===== config.mk =====
export PLATFORM = sky130hd
export DESIGN_NAME = fab_clk_enable_gen
export DESIGN_NICKNAME = d
export VERILOG_FILES = /design/src/rtl/fab_clk_enable_gen.sv
export SDC_FILE = /design/constraint.sdc
export NUM_CORES = 1
export LEC_CHECK = 0
export CAP_MARGIN = 20
export CORE_MARGIN = 3
export CORE_UTILIZATION = 65
export DETAILED_ROUTE_END_ITERATION = 16
export GPL_TIMING_DRIVEN = 0
export PLACE_DENSITY = 0.89
export SKIP_CTS_REPAIR_TIMING = 1
export SYNTH_ARGS = -nofsm -noshare
export SYNTH_HDL_FRONTEND = slang
export SYNTH_SLANG_ARGS = --single-unit

===== constraint.sdc =====
create_clock -name clk -period 14.11 [get_ports clk]
set_input_delay 2.822 -clock clk [delete_from_list [all_inputs] [get_ports clk]]
set_output_delay 2.822 -clock clk [all_outputs]
set_load 0.1 [all_outputs]

===== src/rtl/fab_clk_enable_gen.sv =====
// Multi-channel clock-enable generator: holds all strobes off until the fabric oscillator
// has settled, then emits per-channel single-cycle enables at programmable divisions of clk.
module fab_clk_enable_gen #(
  parameter int CHANNELS       = 4,
  parameter int DIV_W          = 16,
  parameter int STARTUP_CYCLES = 1024,
  parameter int DEFAULT_DIV    = 50,
  parameter int CH_W           = (CHANNELS > 1) ? $clog2(CHANNELS) : 1
) (
  input  logic                clk,
  input  logic                rst,
  input  logic                cfg_valid,
  output logic                cfg_ready,
  input  logic [CH_W-1:0]     cfg_ch,
  input  logic [DIV_W-1:0]    cfg_div,
  input  logic                cfg_en,
  input  logic                sync,
  output logic [CHANNELS-1:0] clken,
  output logic                osc_ready,
  output logic                cfg_err
);

  localparam int               SU_W    = (STARTUP_CYCLES > 1) ? $clog2(STARTUP_CYCLES) : 1;
  localparam logic [SU_W-1:0]  SU_LAST = SU_W'(STARTUP_CYCLES - 1);
  localparam logic [DIV_W-1:0] DIV_RST = DIV_W'(DEFAULT_DIV);
  localparam logic [DIV_W-1:0] CNT_RST = DIV_W'(DEFAULT_DIV - 1);
  localparam logic [DIV_W-1:0] DIV_ONE = DIV_W'(1);

  typedef enum logic {
    ST_SETTLE,
    ST_RUN
  } state_t;

  state_t          state;
  state_t          state_nxt;
  logic [SU_W-1:0] su_cnt;
  logic [SU_W-1:0] su_cnt_nxt;

  logic [CHANNELS-1:0] en;
  logic [CHANNELS-1:0] en_nxt;
  logic [DIV_W-1:0]    div_q    [CHANNELS];
  logic [DIV_W-1:0]    div_nxt  [CHANNELS];
  logic [DIV_W-1:0]    pend_q   [CHANNELS];
  logic [DIV_W-1:0]    pend_nxt [CHANNELS];
  logic [DIV_W-1:0]    cnt_q    [CHANNELS];
  logic [DIV_W-1:0]    cnt_nxt  [CHANNELS];

  logic             cfg_fire;
  logic             cfg_oor;
  logic             cfg_hit;
  logic             sync_go;
  logic [DIV_W-1:0] cfg_div_eff;

  // ---------------------------------------------------------------------------
  // Oscillator settling
  // ---------------------------------------------------------------------------
  // NOTE: every signal written in an always_comb gets a default first, so no latch is inferred.
  always_comb begin
    state_nxt  = state;
    su_cnt_nxt = su_cnt;
    case (state)
      ST_SETTLE: begin
        if (su_cnt == SU_LAST) begin
          state_nxt = ST_RUN;
        end else begin
          su_cnt_nxt = su_cnt + SU_W'(1);
        end
      end
      ST_RUN:  state_nxt = ST_RUN;
      default: state_nxt = ST_SETTLE;
    endcase
  end

  // NOTE: sequential state uses non-blocking assignments so all flops update from pre-edge values.
  always_ff @(posedge clk or posedge rst) begin
    if (rst) begin
      state  <= ST_SETTLE;
      su_cnt <= '0;
    end else begin
      state  <= state_nxt;
      su_cnt <= su_cnt_nxt;
    end
  end

  assign osc_ready = (state == ST_RUN);
  assign cfg_ready = osc_ready;

  // ---------------------------------------------------------------------------
  // Configuration decode
  // ---------------------------------------------------------------------------
  assign cfg_fire    = cfg_valid & cfg_ready;
  assign cfg_oor     = (int'(cfg_ch) >= CHANNELS);
  assign cfg_hit     = cfg_fire & ~cfg_oor;
  assign sync_go     = sync & osc_ready;
  assign cfg_div_eff = (cfg_div == '0) ? DIV_ONE : cfg_div;

  // ---------------------------------------------------------------------------
  // Per-channel divider next state
  // ---------------------------------------------------------------------------
  always_comb begin
    for (int i = 0; i < CHANNELS; i++) begin
      en_nxt[i]   = en[i];
      div_nxt[i]  = div_q[i];
      pend_nxt[i] = pend_q[i];
      cnt_nxt[i]  = cnt_q[i];

      if (cfg_hit && (int'(cfg_ch) == i)) begin
        pend_nxt[i] = cfg_div_eff;
        if (!cfg_en) begin
          en_nxt[i] = 1'b0;
        end else if (!en[i] || sync_go) begin
          // A fresh start (or a start coinciding with SYNC) restarts the period from the new divisor.
          en_nxt[i]  = 1'b1;
          div_nxt[i] = cfg_div_eff;
          cnt_nxt[i] = cfg_div_eff - DIV_ONE;
        end else if (cnt_q[i] == '0) begin
          div_nxt[i] = cfg_div_eff;
          cnt_nxt[i] = cfg_div_eff - DIV_ONE;
        end else begin
          cnt_nxt[i] = cnt_q[i] - DIV_ONE;
        end
      end else if (en[i] && osc_ready) begin
        if (sync_go || (cnt_q[i] == '0)) begin
          div_nxt[i] = pend_q[i];
          cnt_nxt[i] = pend_q[i] - DIV_ONE;
        end else begin
          cnt_nxt[i] = cnt_q[i] - DIV_ONE;
        end
      end
    end
  end

  // NOTE: the small per-channel arrays are reset explicitly because their reset contents are
  // the architectural power-up configuration, not don't-care storage.
  always_ff @(posedge clk or posedge rst) begin
    if (rst) begin
      en      <= '1;
      cfg_err <= 1'b0;
      for (int i = 0; i < CHANNELS; i++) begin
        div_q[i]  <= DIV_RST;
        pend_q[i] <= DIV_RST;
        cnt_q[i]  <= CNT_RST;
      end
    end else begin
      en <= en_nxt;
      if (cfg_fire && cfg_oor) begin
        cfg_err <= 1'b1;
      end
      for (int i = 0; i < CHANNELS; i++) begin
        div_q[i]  <= div_nxt[i];
        pend_q[i] <= pend_nxt[i];
        cnt_q[i]  <= cnt_nxt[i];
      end
    end
  end

  // Strobes decode registered state only; no input reaches clken combinationally.
  always_comb begin
    for (int i = 0; i < CHANNELS; i++) begin
      clken[i] = osc_ready & en[i] & (cnt_q[i] == '0);
    end
  end

endmodule


---- Yosys cells after proc, flatten, opt, wreduce, memory -nomap -nowiden ----
Cells that the tools add are included.
storage, ports and cells
  register bits ........................... 143
  input port bits ......................... 23
  output and inout port bits .............. 7
  word-level logic and storage cells ...... 122
cells by class
  add/sub/neg operators ................... 10
  equality and inequality tests ........... 12
  mux-type cells .......................... 35
  bitwise gates (word level) .............. 12
  reduce and logical (&&, ||, !) cells .... 39
operators with widths
  cell                   number
  $mux 16                25
  $sub 16x1->16 const B  9
  $logic_not 16->1       5
  $reduce_and 2->1       9
  $add 10x1->10 const B  1
  $and 1x1->1            10
  $eq 10x10->1 const B   1
  $mux 1                 9
  $logic_and 1x1->1      8
  $logic_or 1x1->1       8
  $ne 2x1->1 const B     4
  $ne 2x2->1 const B     4
  $reduce_bool 2->1      4
  $eq 2x2->1 const B     2
  $logic_not 1->1        4
  $eq 2x1->1 const B     1
  $logic_not 2->1        1
  $not 1->1              2
  $pmux 1 s2             1

---- Logic depth before layout (Yosys ltp) ----
Gate-level depths: netlist of run 1.
  depth in word-level cells ............... 7
  gate-level depth with buffers ........... 11
  gate-level depth less buffers ........... 10

---- Least setup slack after synthesis of run 1 ----
Ideal clock, no wire load.
  kind .................................... register -> output
  start ................................... reg state (netlist: cfg_ready)
  end ..................................... out clken[1]
  arrival ................................. 2.804 ns
  data required time ...................... 11.288 ns
  slack ................................... 8.484 ns
  stages on the path, launching flop included .. 5
  path buffers ............................ 2
  path through ............................ dfrtp_1 -> buf_2 -> clkbuf_1 -> nand2_1 -> nor2_1
on the way
  word-level cells in the longest chain between the ends .. 2
ends and longest elaborated chain
  element                    RTL line  RTL
  start, declared            34        state_t state;
  start signal, assigned     80        state <= state_nxt;
  $and 1x1->1 (2 in series)  160       clken[i] = osc_ready & en[i] & (cnt_q[i] == '0);
  end, declared              18        output logic [CHANNELS-1:0] clken,
No other way between the ends.

---- Final worst setup path of run 1 ----
  start ................................... in cfg_div[15]
  end ..................................... reg cnt_q[8] (netlist name)
on the way
  word-level cells in the longest chain between the ends .. 7
ends and longest elaborated chain
  element                        RTL line  RTL
  start, declared                15        input logic [DIV_W-1:0] cfg_div,
  $logic_not 16->1 (*)           95        assign cfg_div_eff = (cfg_div == '0) ? DIV_ONE : cfg_div;
  $mux 16 (*)                    95
  $sub 16x1->16 (*)              115, 118
  $mux 16                        116       end else if (cnt_q[i] == '0) begin
  $mux 16 (*)                    111       end else if (!en[i] || sync_go) begin
  $mux 16 (*)                    109       if (!cfg_en) begin
  $mux 16 (*)                    107       if (cfg_hit && (int'(cfg_ch) == i)) begin
  end signal, assigned by index  152       cnt_q[i] <= cnt_nxt[i];
  end, declared                  45        logic [DIV_W-1:0] cnt_q [CHANNELS];
Mark *: on every way between the ends. The rest lies on a longest branch, timed or not. The select of a mux whose other input is x is not followed.
A chain may end at the register's enable or synchronous reset.

==> impl_metrics.json, run 1 <==
{
  "grt_first_pass_wirelength_mm": 48.38,
  "avgRoutedWirePerCell_microns": 21.15,
  "path_clk_slew_ns": 0.06,
  "clock-sinks": 143,
  "fin_setup_tns_ns": 0,
  "drtIter0Drc": 1502,
  "total_leakage_power_nw": 4.820,
  "rr_startpoint": "cfg_ready",
  "fin_skew_ns": 0.007486,
  "drt_wl_total_mm": 30.59,
  "fp.dieArea_sq_um": 16630,
  "place_hpwl_mm": 21.10,
  "vias": 9986,
  "dr.pass1.iters": 9,
  "layout.nets": 1286,
  "cap_violations": 0,
  "grt-ovfl-total": 0,
  "initial_core_util": 0.6712,
  "yosys.area.top_type": "dfrtp_1",
  "slew-limit-headroom": 0.1828,
  "numPortBuffers": 15,
  "worst_pin_slew_ns": 1.217,
  "final_layout_size_suffix_gt1_frac": 0.09271,
  "numCtsBuffers": 17,
  "root_buffer": "clkbuf_16",
  "cp-start-kind": "input pin",
  "slew_violations": 0,
  "status": "complete, no violations",
  "rsz0062_at_grt": "false",
  "worstHoldStart": "su_cnt[5]",
  "power_density_nw_per_um2": 88.39,
  "finalPower_uw": 964.5,
  "yosysMostFrequentCell": "nand2_1",
  "grt_max_degree": 85,
  "netlist_area_sq_um": 9829,
  "synth_top_area_share": 0.2928,
  "track_usage": 0.3728,
  "yosys-top-cells-count": "nand2_1, dfrtp_1, nor2_1",
  "startpoint": "cfg_div[15]",
  "ys_async_sr_fraction": 1.000,
  "cts_buffer_depth": 2,
  "detail-route-antenna-nets": 0,
  "worstPathArrival_ns": 7.61,
  "ys.flop_type": "dfrtp_1",
  "min-delay-path-class": "flip-flop to flip-flop",
  "crit_path_end_kind": "flip-flop",
  "synth-seq-cells": 143,
  "ys_top_cells_by_area": "dfrtp_1, nand2_1, dfstp_2, xnor2_1, xor2_1",
  "pin_count": 30,
  "finalCriticalPeriod_ns": 7.287,
  "antenna_found_initial": 2,
  "drc": 0,
  "cts_tree": "done",
  "finalWeightedCongestion": 0.9811,
  "worstPathMaxFanout": 7,
  "fin_crit_sh": 0.5164,
  "core_sq_um": 14640,
  "setup_violations": 0,
  "crit_required_ns": 14.44,
  "synth_seq_area_share": 0.3676,
  "peakVddDrop_mv": 0.1030,
  "syn-num-nets": 1249,
  "die_width_microns": 129.0,
  "fp.dieH_microns": 129.0,
  "rows": 44,
  "path_class": "input pin to flip-flop",
  "hold_violations": 0,
  "ys_warn_count": 0,
  "num_antenna_cells": 0,
  "vias_per_cell": 6.906,
  "synthCells": 1212,
  "clock_latency_ns": 0.44,
  "maxClockFrequency_mhz": 137.2,
  "htree_levels": 4,
  "synthToLayoutAreaGrowth_pct": 11.01,
  "grt_pass1_vias": 9266,
  "ys_types": 82,
  "synth_edf_count": 0,
  "avgSynthCellArea_sq_um": 8.110
}
logic make-up after synthesis:
group / count (synthesis) / share of synthesized area
compound gates: 251 / 0.1758
xor+xnor: 101 / 0.09000
fa+ha+maj: 14 / 0.01782
buf+inv: 103 / 0.04341
flops: 143 / 0.3676
mux: 19 / 0.01998
other cells: 1 / 0.0003815
simple gates: 580 / 0.2850
layout by cell type (no fill, tap or decap), types with 6 or more instances in the layout:
master,instances
dfstp_2,28
a32oi_1,6
inv_1,29
nand3_1,30
nor4_2,6
or3_1,11
and3_1,10
a21oi_1,47
nand2_1,274
xnor2_1,63
clkbuf_1,50
clkdlybuf4s50_1,15
o31ai_1,10
o32ai_1,7
o221ai_1,8
nor4_1,18
or4_1,8
mux2i_1,14
nand4_1,22
o211ai_1,15
nand2b_1,9
dfrtp_1,115
nor2_1,86
a31oi_1,10
o22ai_1,11
clkbuf_16,17
a211oi_1,22
xor2_1,38
nor3b_1,12
ha_1,14
buf_2,20
a221o_1,9
nor2b_1,6
o21ai_0,52
nor3_1,47
nand3b_1,7
metal layers:
metal,track usage,part of all wire,vias up
met4,0.1946,0.053,6
li1,-,-,4416
met1,0.4992,0.38,4701
met5,0,0.0012,-
met2,0.5585,0.44,701
met3,0.09631,0.13,162
final timing paths:
kind / end / slack, ns / cells past startpoint
setup / recovery: cnt_q[8] / 6.82 / 11
hold / removal: su_cnt[5] / 0.47 / 1
setup reg to reg: cnt_q[19] / 10.93 / 7
hold reg to reg: su_cnt[5] / 0.47 / 1
max in group asynchronous: cnt_q[4] / 10.45 / 3
min in group asynchronous: cnt_q[24] / 2.81 / 2
flip-flops by register name, summed over array words and instances, names as in the netlist:
name	cells
su_cnt	10
cnt_q	64
cfg_ready	1
en	4
pend_q	64
per-stage QoR:
stage	instance area, sq um	instances	util	hold WS (ns)	worst slack (ns)
6_report	10910	1446	0.7451	0.4739	6.823
5_1_grt	10910	1446	0.7451	0.4874	6.755
4_1_cts	10910	1445	0.7448	0.4766	7.070
3_5_place_dp	10250	1413	0.6999	0.4626	6.873
3_3_place_gp	10210	1411	0.6972	0.4526	5.640
2_1_floorplan	9829	1212	-	0.4375	7.496
power by group:
| group | internal (mW) | leakage (nW) | switching (mW) | total (mW) |
|---|---|---|---|---|
| Combinational | 0.0104 | 2.67 | 0.0359 | 0.0463 |
| Sequential | 0.411 | 1.84 | 0.000492 | 0.412 |
| Clock | 0.327 | 0.312 | 0.180 | 0.507 |
critical path, stage by stage:
cell and delay (ns):
clkdlybuf4s50_1 0.76, nor3_1 0.15, and4_1 0.26, a21oi_1 0.59
buf_4 0.29, ha_1 0.21, nor4b_1 0.78, nand2_1 0.19
xnor2_1 0.99, a211oi_1 0.22, o31ai_1 0.35
final cells by class:
class | count | area (sq um)
clock buffers | 22 | 474.2
well taps | 184 | 230.2
repair buffers | 18 | 190.2
inverters | 30 | 117.6
plain buffers | 73 | 314.1
fillers | 1072 | 3732
flip-flops and latches | 143 | 3613
multi-input cells | 966 | 5789
clock inverters | 10 | 182.7
No activity file was read; power rests on OpenSTA's default activity.
==> inputs of run 2 (changes only) <==
--- a/config.mk
+++ b/config.mk
@@ -7,10 +7,10 @@
 export LEC_CHECK = 0
 export CAP_MARGIN = 20
 export CORE_MARGIN = 3
-export CORE_UTILIZATION = 65
+export CORE_UTILIZATION = 63
 export DETAILED_ROUTE_END_ITERATION = 16
 export GPL_TIMING_DRIVEN = 0
-export PLACE_DENSITY = 0.89
+export PLACE_DENSITY = 0.86
 export SKIP_CTS_REPAIR_TIMING = 1
 export SYNTH_ARGS = -nofsm -noshare
 export SYNTH_HDL_FRONTEND = slang
==> constraint.sdc (replaced) <==
create_clock -name clk -period 7 [get_ports clk]
set_input_delay 1.4 -clock clk [delete_from_list [all_inputs] [get_ports clk]]
set_output_delay 1.4 -clock clk [all_outputs]
set_load 0.1 [all_outputs]
==> impl_metrics.json, run 2 (same netlist as run 1, synthesis figures left out) <==
{
  "worstPathArrival_ns": 5.97,
  "cts_buffer_depth": 2,
  "pin_count": 30,
  "multi_input_area_sq_um": 5789,
  "worstPathMaxFanout": 10,
  "grt_max_degree": 75,
  "htree_levels": 4,
  "fin_skew_ns": 0.007380,
  "final_layout_size_suffix_gt1_frac": 0.09278,
  "fin_util": 0.7117,
  "drt_wl_total_mm": 30.11,
  "fin_ws_ns": 1.357,
  "power_density_nw_per_um2": 167.6,
  "clock_latency_ns": 0.44,
  "layout.nets": 1286,
  "peakVddDrop_mv": 0.1948,
  "finalCriticalPeriod_ns": 5.643,
  "slew_violations": 0,
  "cp-start-kind": "input pin",
  "grt_pass1_vias": 8979,
  "cap_violations": 0,
  "drc": 0,
  "worstHoldStart": "su_cnt[5]",
  "place_hpwl_mm": 20.83,
  "setup_violations": 0,
  "rsz0062_at_grt": "false",
  "hold_violations": 0,
  "grt_first_pass_wirelength_mm": 46.94,
  "regArea_sq_um": 3613,
  "reg2reg_depth": 7,
  "synthToLayoutAreaGrowth_pct": 10.48,
  "whs_endpoint": "su_cnt[5]",
  "rows": 45,
  "maxClockFrequency_mhz": 177.2,
  "num_antenna_cells": 0,
  "final_common_cell": "nand2_1",
  "pre_cts_ws_ns": 1.108,
  "fin_crit_sh": 0.8062,
  "worst_pin_slew_ns": 1.127,
  "reg_top3": "cnt_q (64), pend_q (64), su_cnt (10)",
  "drtIter0Drc": 1424,
  "fin_setup_tns_ns": 0,
  "initial_core_util": 0.6442,
  "path_clk_slew_ns": 0.06,
  "numPortBuffers": 15,
  "place_inst": 1440,
  "min-delay-path-class": "flip-flop to flip-flop",
  "cp_slowest_stage_delay_ns": 0.83,
  "rr_startpoint": "cfg_ready",
  "status": "complete, no violations",
  "track_usage": 0.3564,
  "fp.dieArea_sq_um": 17140,
  "grt-ovfl-total": 0,
  "die_width_microns": 130.9,
  "mostFrequentLayoutCells": "nand2_1, dfrtp_1, nor2_1",
  "slowest_stage": "xnor2_1",
  "core_sq_um": 15260,
  "slew-limit-headroom": 0.2405,
  "cp_cell_sequence": "clkdlybuf4s50_1, buf_2, nor3_1, and4_1, a21oi_1, buf_6, ha_1, nor4b_1, nand3_1, xnor2_1, o21ai_0, a222oi_1",
  "worstReg2RegEnd": "cnt_q[42]",
  "dr.pass1.iters": 6,
  "root_buffer": "clkbuf_16",
  "fillCellCount": 1194,
  "total_leakage_power_nw": 4.782,
  "avgRoutedWirePerCell_microns": 20.46,
  "cts_tree": "done",
  "path_class": "input pin to flip-flop",
  "hold_depth": 1,
  "instances_no_fill": 1472,
  "numCtsBuffers": 17,
  "crit_path_end_kind": "flip-flop",
  "fp.dieH_microns": 130.9,
  "antenna_found_initial": 0,
  "detail-route-antenna-nets": 0,
  "crit_required_ns": 7.32,
  "vias_per_cell": 6.656,
  "clock-sinks": 143,
  "r2r_slack_ns": 3.91,
  "vias": 9798,
  "finalWeightedCongestion": 0.9710
}
## run 2: cell count changes in the layout (fill, tap and decap cells not counted), sizes merged
cell      previous run  this run
bufinv               5         1
clkinv               2         5
clkbuf              71        69
inv                 30        33
clkinvlp             3         2
## run 2: worst max-delay path by stage
stage                    start  cells after the start         to
detailed placement  cfg_div[3]                     12  cnt_q[60]
finish              cfg_div[3]                     12  cnt_q[60]
global placement           rst                      2  cnt_q[14]
CTS                 cfg_div[3]                     12  cnt_q[60]
global route        cfg_div[3]                     12  cnt_q[60]
floorplan                  rst                      1  cfg_ready
## run 2: cell type report
class	instances	share of cell area
multi-input cells	966	0.5331
flip-flops and latches	143	0.3328
clock buffers	20	0.04206
plain buffers	73	0.02892
well taps	211	0.02431
repair buffers	18	0.01809
inverters	30	0.01083
clock inverters	11	0.009909
## run 2: power breakdown
| part | internal, mW | switching, mW | total [mW] |
|---|---|---|---|
| Clock | 0.509 | 0.386 | 0.895 |
| Sequential | 0.828 | 0.000992 | 0.829 |
| Combinational | 0.0218 | 0.0742 | 0.0960 |
## run 2: per-stage QoR
stage	total power, mW	hold slack, ns	area, sq um
finish	1.820	0.4655	10860
floorplan	0.8917	0.4375	9829
CTS	1.809	0.4727	10850
detailed placement	0.9349	0.4557	10290
global placement	0.9310	0.4577	10240
global route	1.854	0.4929	10860
## run 2: layer usage
metal | wire (microns) | vias up | global-route usage
li1 | - | 4412 | -
met1 | 11740 | 4600 | 0.4733
met2 | 13160 | 664 | 0.5302
met3 | 3658 | 122 | 0.1069
met4 | 1550 | 0 | 0.1809
met5 | 0 | - | 0
## run 2: critical path: cells and delay by family
kind | cells | cell delay [ns]
xor+xnor | 1 | 0.83
fa+ha+maj | 1 | 0.20
simple gates | 4 | 1.31
buf+inv | 3 | 1.06
compound gates | 3 | 1.17
